**src/rtl/muldiv_unit.sv**
```systemverilog
// muldiv_unit: iterative RV64 M-extension multiply/divide unit for the EX stage.
//
// Ops (op_i): 000 MUL, 001 MULH, 010 MULHSU, 011 MULHU,
//             100 DIV, 101 DIVU, 110 REM,    111 REMU
// word_i selects the W variant: 32-bit operands, result sign-extended from
// bit 31. High-half multiplies with word_i behave as MULW.
//
// Ports:
//   clk, rst          clock; asynchronous active-low reset
//   req_valid_i/req_ready_o   request handshake (ready only in IDLE, not killed)
//   op_i, word_i, a_i, b_i, tag_i   operation, operands and destination tag
//   kill_i            pipeline flush; aborts anything in flight on the next edge
//   resp_valid_o/resp_ready_i response handshake
//   result_o, tag_o   registered result and its tag
//   busy_o            unit is not IDLE
//
// Optional feature macro: MULDIV_EARLY_OUT_EN
//   When defined, a multiply completes as soon as the remaining multiplier
//   bits are all zero. When undefined, every non-special op takes N cycles.
module muldiv_unit #(
  parameter int XLEN = 64,
  parameter int TAGW = 5
) (
  input  logic            clk,
  input  logic            rst,
  input  logic            req_valid_i,
  output logic            req_ready_o,
  input  logic [2:0]      op_i,
  input  logic            word_i,
  input  logic [XLEN-1:0] a_i,
  input  logic [XLEN-1:0] b_i,
  input  logic [TAGW-1:0] tag_i,
  input  logic            kill_i,
  output logic            resp_valid_o,
  input  logic            resp_ready_i,
  output logic [XLEN-1:0] result_o,
  output logic [TAGW-1:0] tag_o,
  output logic            busy_o
);

  localparam int CW = $clog2(XLEN);

  typedef enum logic [1:0] {IDLE, BUSY, DONE} state_t;

  state_t            state;
  logic [2:0]        op_q;
  logic              word_q;
  logic              neg_q;
  logic [CW-1:0]     cnt;
  logic [2*XLEN-1:0] acc;
  logic [2*XLEN-1:0] mcand;
  logic [XLEN-1:0]   mplier;
  logic [XLEN-1:0]   rem;
  logic [XLEN-1:0]   quo;
  logic [XLEN-1:0]   dsr;

  function automatic logic [XLEN-1:0] sext32(input logic [31:0] v);
    return XLEN'($signed(v));
  endfunction

  assign req_ready_o = (state == IDLE) && !kill_i;
  assign busy_o      = (state != IDLE);

  // Request decode: operand magnitudes, result sign and the special cases
  // that bypass iteration entirely.
  logic            is_div, a_signed, b_signed, sa, sb, neg_in;
  logic [31:0]     a_neg32, b_neg32;
  logic [XLEN-1:0] a_mag, b_mag, dividend, special_res;
  logic            div_zero, div_ovf;

  always_comb begin
    is_div   = op_i[2];
    a_signed = is_div ? !op_i[0] : (!word_i && (op_i == 3'b001 || op_i == 3'b010));
    b_signed = is_div ? !op_i[0] : (!word_i && (op_i == 3'b001));
    sa       = a_signed && (word_i ? a_i[31] : a_i[XLEN-1]);
    sb       = b_signed && (word_i ? b_i[31] : b_i[XLEN-1]);
    a_neg32  = 32'd0 - a_i[31:0];
    b_neg32  = 32'd0 - b_i[31:0];
    if (word_i) begin
      a_mag = sa ? XLEN'(a_neg32) : XLEN'(a_i[31:0]);
      b_mag = sb ? XLEN'(b_neg32) : XLEN'(b_i[31:0]);
    end else begin
      a_mag = sa ? ('0 - a_i) : a_i;
      b_mag = sb ? ('0 - b_i) : b_i;
    end
    // Remainder takes the dividend's sign; everything else the XOR.
    neg_in   = (is_div && op_i[1]) ? sa : (sa ^ sb);
    div_zero = is_div && (word_i ? (b_i[31:0] == 32'd0) : (b_i == '0));
    div_ovf  = is_div && !op_i[0] &&
               (word_i ? (a_i[31:0] == 32'h8000_0000 && b_i[31:0] == 32'hFFFF_FFFF)
                       : (a_i == {1'b1, {(XLEN-1){1'b0}}} && (&b_i)));
    dividend = word_i ? sext32(a_i[31:0]) : a_i;
    if (div_zero) special_res = op_i[1] ? dividend : '1;
    else          special_res = op_i[1] ? '0 : dividend;
  end

  // One iteration of both datapaths plus the sign fix-up and result select
  // that is registered on the final iteration edge.
  logic [2*XLEN-1:0] acc_nx, prod;
  logic [XLEN-1:0]   mplier_nx, rem_nx, quo_nx, q_fix, r_fix, full_res, final_res;
  logic [XLEN:0]     shifted, diff;
  logic              qbit, finish;
  logic [CW-1:0]     last_cnt;

  always_comb begin
    acc_nx    = mplier[0] ? (acc + mcand) : acc;
    mplier_nx = mplier >> 1;
    shifted   = {rem, quo[XLEN-1]};
    diff      = shifted - {1'b0, dsr};
    qbit      = !diff[XLEN];
    rem_nx    = qbit ? diff[XLEN-1:0] : shifted[XLEN-1:0];
    quo_nx    = {quo[XLEN-2:0], qbit};
    prod      = neg_q ? ('0 - acc_nx) : acc_nx;
    q_fix     = neg_q ? ('0 - quo_nx) : quo_nx;
    r_fix     = neg_q ? ('0 - rem_nx) : rem_nx;
    if (op_q[2])                          full_res = op_q[1] ? r_fix : q_fix;
    else if (word_q || op_q[1:0] == 2'b00) full_res = prod[XLEN-1:0];
    else                                  full_res = prod[2*XLEN-1:XLEN];
    final_res = word_q ? sext32(full_res[31:0]) : full_res;
    last_cnt  = word_q ? CW'(31) : CW'(XLEN-1);
`ifdef MULDIV_EARLY_OUT_EN
    finish    = (cnt == last_cnt) || (!op_q[2] && (mplier_nx == '0));
`else
    finish    = (cnt == last_cnt);
`endif
  end

  // Control FSM and datapath registers. Kill has priority over everything
  // except reset. Word divides left-align the dividend so the same MSB-first
  // shift works for both widths.
  always_ff @(posedge clk or negedge rst) begin
    if (!rst) begin
      state        <= IDLE;
      op_q         <= '0;
      word_q       <= 1'b0;
      neg_q        <= 1'b0;
      cnt          <= '0;
      acc          <= '0;
      mcand        <= '0;
      mplier       <= '0;
      rem          <= '0;
      quo          <= '0;
      dsr          <= '0;
      resp_valid_o <= 1'b0;
      result_o     <= '0;
      tag_o        <= '0;
    end else if (kill_i) begin
      state        <= IDLE;
      resp_valid_o <= 1'b0;
    end else begin
      case (state)
        IDLE: begin
          if (req_valid_i && req_ready_o) begin
            op_q   <= op_i;
            word_q <= word_i;
            neg_q  <= neg_in;
            tag_o  <= tag_i;
            cnt    <= '0;
            acc    <= '0;
            mcand  <= {{XLEN{1'b0}}, a_mag};
            mplier <= b_mag;
            rem    <= '0;
            quo    <= word_i ? (a_mag << (XLEN-32)) : a_mag;
            dsr    <= b_mag;
            if (div_zero || div_ovf) begin
              state        <= DONE;
              resp_valid_o <= 1'b1;
              result_o     <= special_res;
            end else begin
              state <= BUSY;
            end
          end
        end
        BUSY: begin
          cnt    <= cnt + 1'b1;
          acc    <= acc_nx;
          mcand  <= mcand << 1;
          mplier <= mplier_nx;
          rem    <= rem_nx;
          quo    <= quo_nx;
          if (finish) begin
            state        <= DONE;
            resp_valid_o <= 1'b1;
            result_o     <= final_res;
          end
        end
        DONE: begin
          if (resp_ready_i) begin
            state        <= IDLE;
            resp_valid_o <= 1'b0;
          end
        end
        default: state <= IDLE;
      endcase
    end
  end

endmodule

```
**config.mk**
```make
export PLATFORM = sky130hd
export DESIGN_NAME = muldiv_unit
export DESIGN_NICKNAME = d
export VERILOG_FILES = /design/src/rtl/muldiv_unit.sv
export SDC_FILE = /design/constraint.sdc
export NUM_CORES = 2
export LEC_CHECK = 0
export CAP_MARGIN = 20
export CORE_AREA = 2 2 291 293
export DETAILED_ROUTE_END_ITERATION = 6
export DIE_AREA = 0 0 293 295
export GPL_TIMING_DRIVEN = 0
export PLACE_DENSITY = 0.84
export SLEW_MARGIN = 20
export SYNTH_ARGS = -nofsm -noshare
export SYNTH_HDL_FRONTEND = slang
export SYNTH_SLANG_ARGS = --single-unit
```
**constraint.sdc**
```tcl
create_clock -name clk -period 24 [get_ports clk]
set_input_delay 4.8 -clock clk [delete_from_list [all_inputs] [get_ports clk]]
set_output_delay 4.8 -clock clk [all_outputs]
set_load 0.005 [all_outputs]
```
==> results.md, run 1 <==
- Post-synth top area share: 0.265
- Vias in the first global route: 72700
- Synth Flop Type: dfrtp_1
- H-tree Lvls: 3
- Routability cong.: 1.46
- Status: aborted with a tool error
- Post-synthesis mux area share: 0.0275
- Synth Instances: around 7600
- CTS Buf Count: 71
- Total grt overflow: between 700 and 800
- Failed at: global routing
- Yosys synthesis warning count: 0
- Main combinational cell family by area after synthesis: compound AO/OA/AOI/OAI gates
- Async SR Flop Fraction: 1.00
- Largest net degree at the start of global routing: 101
- Global-route wire length before repair: 500000 µm
- Seq cells post-synth: 595
- DP HPWL: 233000 µm
- DP Area: around 60000 µm²
- Xor and xnor fraction of the mapped netlist area: 0.0528
- Synth cell count leaders: nand2_1, o21ai_0, a21oi_1
- FP Rows: 106
- EDFF count, synth: 0
- Syn Area/Cell: 7.40 µm²
- Synth Cell Area: 56100 µm²
- CTS root buffer: clkbuf_16
- Post-synthesis sequential area ratio: 0.265
- First Err: [ERROR GRT-0116] Global routing finished with congestion. Check the congestion regions in the DRC Viewer.
- Post-synth cell types: 123
- Placement Setup Slack: between 10 and 15 ns
- Post-CTS Setup Bufs: 0
- Placed cells: 8885
- Port Buffers: 211
- Maximum root-to-sink buffer count: 3
- Die Ht: a little under 300 µm
- Die Width: 293 µm
- Post-synthesis simple-gate area fraction: 0.252
- Syn Nets: 7929
- Initial Util: 0.674
- Post-cts hold buffer count: 0
- Top post-synthesis cells by area: dfrtp_1, nand2_1, o21ai_0, a21oi_1, ha_1
- Compound-Gate Fraction of Synth Area: 0.307
- Gr usage total: 0.763
- Adder-cell share of the synthesized area: 0.0456
- Boundary Pins: 214
- Count leader, synth: nand2_1
- Clock sinks: 595
- Cell taking the most area after synthesis: dfrtp_1
- # resized after CTS: 0
routing by layer:
metal,track usage,GRT overflow
met5,0.407,14
met4,0.716,300
met3,0.607,33
met2,0.920,409
met1,0.781,37
cells by family after synthesis:
family | after synthesis
AO/OA/AOI/OAI | 2688
XOR/XNOR | 338
adder cells (fa/ha/maj) | 203
buffers and inverters | 688
flip-flops | 595
multiplexers | 145
AND/OR/NAND/NOR | 2927
per-stage QoR:
stage / hold slack [ns] / TNS [ns] / utilization
floorplan: 0.446 / 0 / -
global placement: 0.460 / -5237.59 / 0.716
detailed placement: 0.470 / 0 / 0.719
CTS: 0.482 / 0 / 0.750
==> inputs of run 2 (changes only) <==
- CORE_AREA: 2 2 291 293 -> 2 2 378 380
- DIE_AREA: 0 0 293 295 -> 0 0 380 382
- PLACE_DENSITY: 0.84 -> unset
- PLACE_DENSITY_LB_ADDON: unset -> 0.15
==> results.md, run 2 <==
- Slowest-stage cell, CP: buf_1
- Vias per cell: 7.06
- Sw frac: 0.603
- Routed WL: about 390000 µm
- Routed met2 length: 160000 µm
- Reg clk slew, reported paths: ~0.070 ns
- Initial antenna violation count: 19
- Flop2flop setup slack: 10.75 ns
- Worst skew pair latency: around 0.80 ns
- Remaining antenna violation count: 0
- Top routing layer used: met5
- Compound-Gate Fraction of Synth Area: 0.307 (unchanged)
- WS Path Type: reg -> reg
- Post-synth top area share: 0.265 (unchanged)
- Placed cells: 9706 (+9.2%)
- Initial Util: 0.398 (-0.276)
- Design Area, Final: between 60000 and 70000 µm²
- FP Rows: 138 (+30%)
- Clock sinks: 595 (unchanged)
- CTS Buf Count: 80 (+13%)
- DP Area: 61200 µm² (+2.3%)
- Final period utilization: 0.552
- Period minus WS final: 13.25 ns
- Final slew viol count: 0
- Routability cong.: 1.14 (-22%)
- Share of total power in combinational logic: 0.646
- EDFF count, synth: 0 (unchanged)
- Worst Reg2Reg Path Length in Cells: 32
- Metal-1 WL: between 100000 and 150000 µm
- CTS tree: built
- Post-synthesis sequential area ratio: 0.265 (unchanged)
- Post-cts hold buffer count: 0 (unchanged)
- Count leader, synth: nand2_1
- Die Ht: 382 µm (+29%)
- Post-CTS Setup Bufs: 0 (unchanged)
- Final hold viol count: 0
- Fmax: 75.5 MHz
- Global-route wire length before repair: 522000 µm
- Largest net degree at the start of global routing: 96
- Most frequent cells in the layout: nand2_1, o21ai_0, a21oi_1
- Static leakage: approximately 26 nW
- Met3 WL post-DR: 44600 µm
- Share of cells above drive strength 1: 0.0660
- Crit start category: register
- CP max FO: 10
- DR WL/cell: 39.1 µm
- Synth Flop Type: dfrtp_1
- Drt pass-1 iters: 7
- CP Data Required Time: 24.72 ns
- First DRT Iteration DRCs: 10300
- Yosys synthesis warning count: 0 (unchanged)
- Largest regs: acc x128, mcand x128
- Setup_tns: 0 ns
- Max Cap Viol: 0
- Synth Instances: 7584 (unchanged)
- RSZ-0062 raised after global routing: false
- DP HPWL: 312000 µm (+34%)
- Port Buffers: 211 (unchanged)
- Seq cells post-synth: 595 (unchanged)
- Async SR Flop Fraction: 1.00 (unchanged)
- Final net count: 8245
- Syn Area/Cell: 7.40 µm² (unchanged)
- Xor and xnor fraction of the mapped netlist area: 0.0528 (unchanged)
- Post-synthesis mux area share: 0.0275 (unchanged)
- Worst vdd ir: 0.0000693 V
- H-tree Lvls: 3 (unchanged)
- Setup-failing EPs final: 0
- Pwr dens: 142 nW/µm²
- Hold WC Path Type: reg -> reg
- Commonest non-fill, non-tap cell in the layout: nand2_1
- Synth cell count leaders: nand2_1, o21ai_0, a21oi_1
- Synth Cell Area: 56100 µm² (unchanged)
- Routed vias: 69700
- Slowest stage delay, CP: 0.89 ns
- Hold-critical path depth: 2
- Failing checks: design-rule violations
- Boundary Pins: 214 (unchanged)
- FF-to-FF Start: dsr[29]$_DFFE_PN0P_
- Gr usage total: 0.513
- Die Width: 380 µm (+30%)
- Post-synth cell types: 123 (unchanged)
- Vias in the first global route: ~64000
- Rel. slew slack: 0.0857
- Main combinational cell family by area after synthesis: compound AO/OA/AOI/OAI gates
- Synthesis-to-finish area growth: 14.5%
- Actual slew at the worst max-slew pin: 1.36 ns
- # DRC: 9
- Worst Skew: 0.0711 ns
- Syn Nets: 7929 (unchanged)
- CP Capture Type: register
- WHS: roughly 0.48 ns
- Crit path from: dsr[29]$_DFFE_PN0P_
- Internal power: 0.00363 W
- Status: complete, but fails checks
- Cell taking the most area after synthesis: dfrtp_1
- # resized after CTS: 0 (unchanged)
- Post-synthesis simple-gate area fraction: 0.252 (unchanged)
- Final std cells w/o fill: around 10000
- End of the critical path: result_o[50]$_DFFE_PN0P_
- Clk pwr share: 0.149
- Fillers: 14700
- Die ar.: between 100000 and 150000 µm²
- Seq pwr share: 0.205
- CTS root buffer: clkbuf_16
- Maximum root-to-sink buffer count: 3 (unchanged)
- Adder-cell share of the synthesized area: 0.0456 (unchanged)
- Top post-synthesis cells by area: dfrtp_1, nand2_1, o21ai_0, a21oi_1, ha_1
- Core ar.: roughly 140000 µm²
- Psw: 0.00551 W
- Crit path DAT: 13.98 ns
- Worst flop-to-flop path endpoint: result_o[50]$_DFFE_PN0P_
- Total grt overflow: 0
-- run 2: cell counts after synthesis --
No cell type changed its count.
-- run 2: power groups by stage --
stage / clock, W / combinational (W) / sequential (W)
floorplan: 0 / 0.00303 / 0.00151
CTS: 0.00135 / 0.00549 / 0.00181
detailed placement: 0 / 0.00546 / 0.00182
global placement: 0 / 0.00540 / 0.00183
finish: 0.00136 / 0.00591 / 0.00188
global route: 0.00140 / 0.00597 / 0.00185
-- run 2: worst min path at each step --
stage                        start                  end  slack (ns)
6_report       dsr[21]$_DFFE_PN0P_  dsr[21]$_DFFE_PN0P_        0.48
5_1_grt        dsr[20]$_DFFE_PN0P_  dsr[20]$_DFFE_PN0P_        0.50
4_1_cts        dsr[12]$_DFFE_PN0P_  dsr[12]$_DFFE_PN0P_        0.48
3_5_place_dp   dsr[21]$_DFFE_PN0P_  dsr[21]$_DFFE_PN0P_        0.47
3_3_place_gp   dsr[42]$_DFFE_PN0P_  dsr[42]$_DFFE_PN0P_        0.46
2_1_floorplan  dsr[37]$_DFFE_PN0P_  dsr[37]$_DFFE_PN0P_        0.45
-- run 2: layer usage --
layer,GRT usage,vias to the layer above
li1,-,29000
met1,0.590,33900
met2,0.758,5302
met3,0.150,1506
met4,0.491,6
met5,0,-
-- run 2: cell families (layout without fill, tap and decap cells) --
family                     count (synthesis)  count (layout)
and+or+nand+nor                         2927            2927
DFF                                      595             595
xor gates and xnor gates                 338             338
adders and majority gates                203             203
buffers and inverters                    688            1070
other                                      0              12
AOI/OAI and AO/OA                       2688            2688
muxes                                    145             145
-- run 2: through the flow --
step | total power [W] | setup WS (ns) | util
floorplan | 0.00454 | 14.24 | -
global placement | 0.00722 | -10.98 | 0.430
detailed placement | 0.00728 | 11.68 | 0.435
CTS | 0.00865 | 11.63 | 0.455
global route | 0.00922 | 11.00 | 0.456
finish | 0.00915 | 10.75 | 0.456
-- run 2: final cells by class --
class | count | area, µm² | area share
Buffer | 498 | 2090 | 0.0326
Clock inverter | 39 | 612 | 0.00952
Inverter | 190 | 713 | 0.0111
Tap cell | 1890 | 2360 | 0.0368
Multi-Input combinational cell | 6301 | 38700 | 0.602
Antenna cell | 12 | 30.0 | 0.000467
Timing Repair Buffer | 234 | 2560 | 0.0399
Clock buffer | 109 | 2300 | 0.0358
Sequential cell | 595 | 14900 | 0.232
-- run 2: worst max-delay path, delay by kind of cell, from the launching register on --
family / cells / cell delay, ns
AND/OR/NAND/NOR: 12 / 4.84
flip-flops: 1 / 0.39
buffers and inverters: 9 / 4.44
adder cells (fa/ha/maj): 2 / 0.71
AO/OA/AOI/OAI: 8 / 2.45
multiplexers: 1 / 0.29
(Power assumes the default switching activity.)
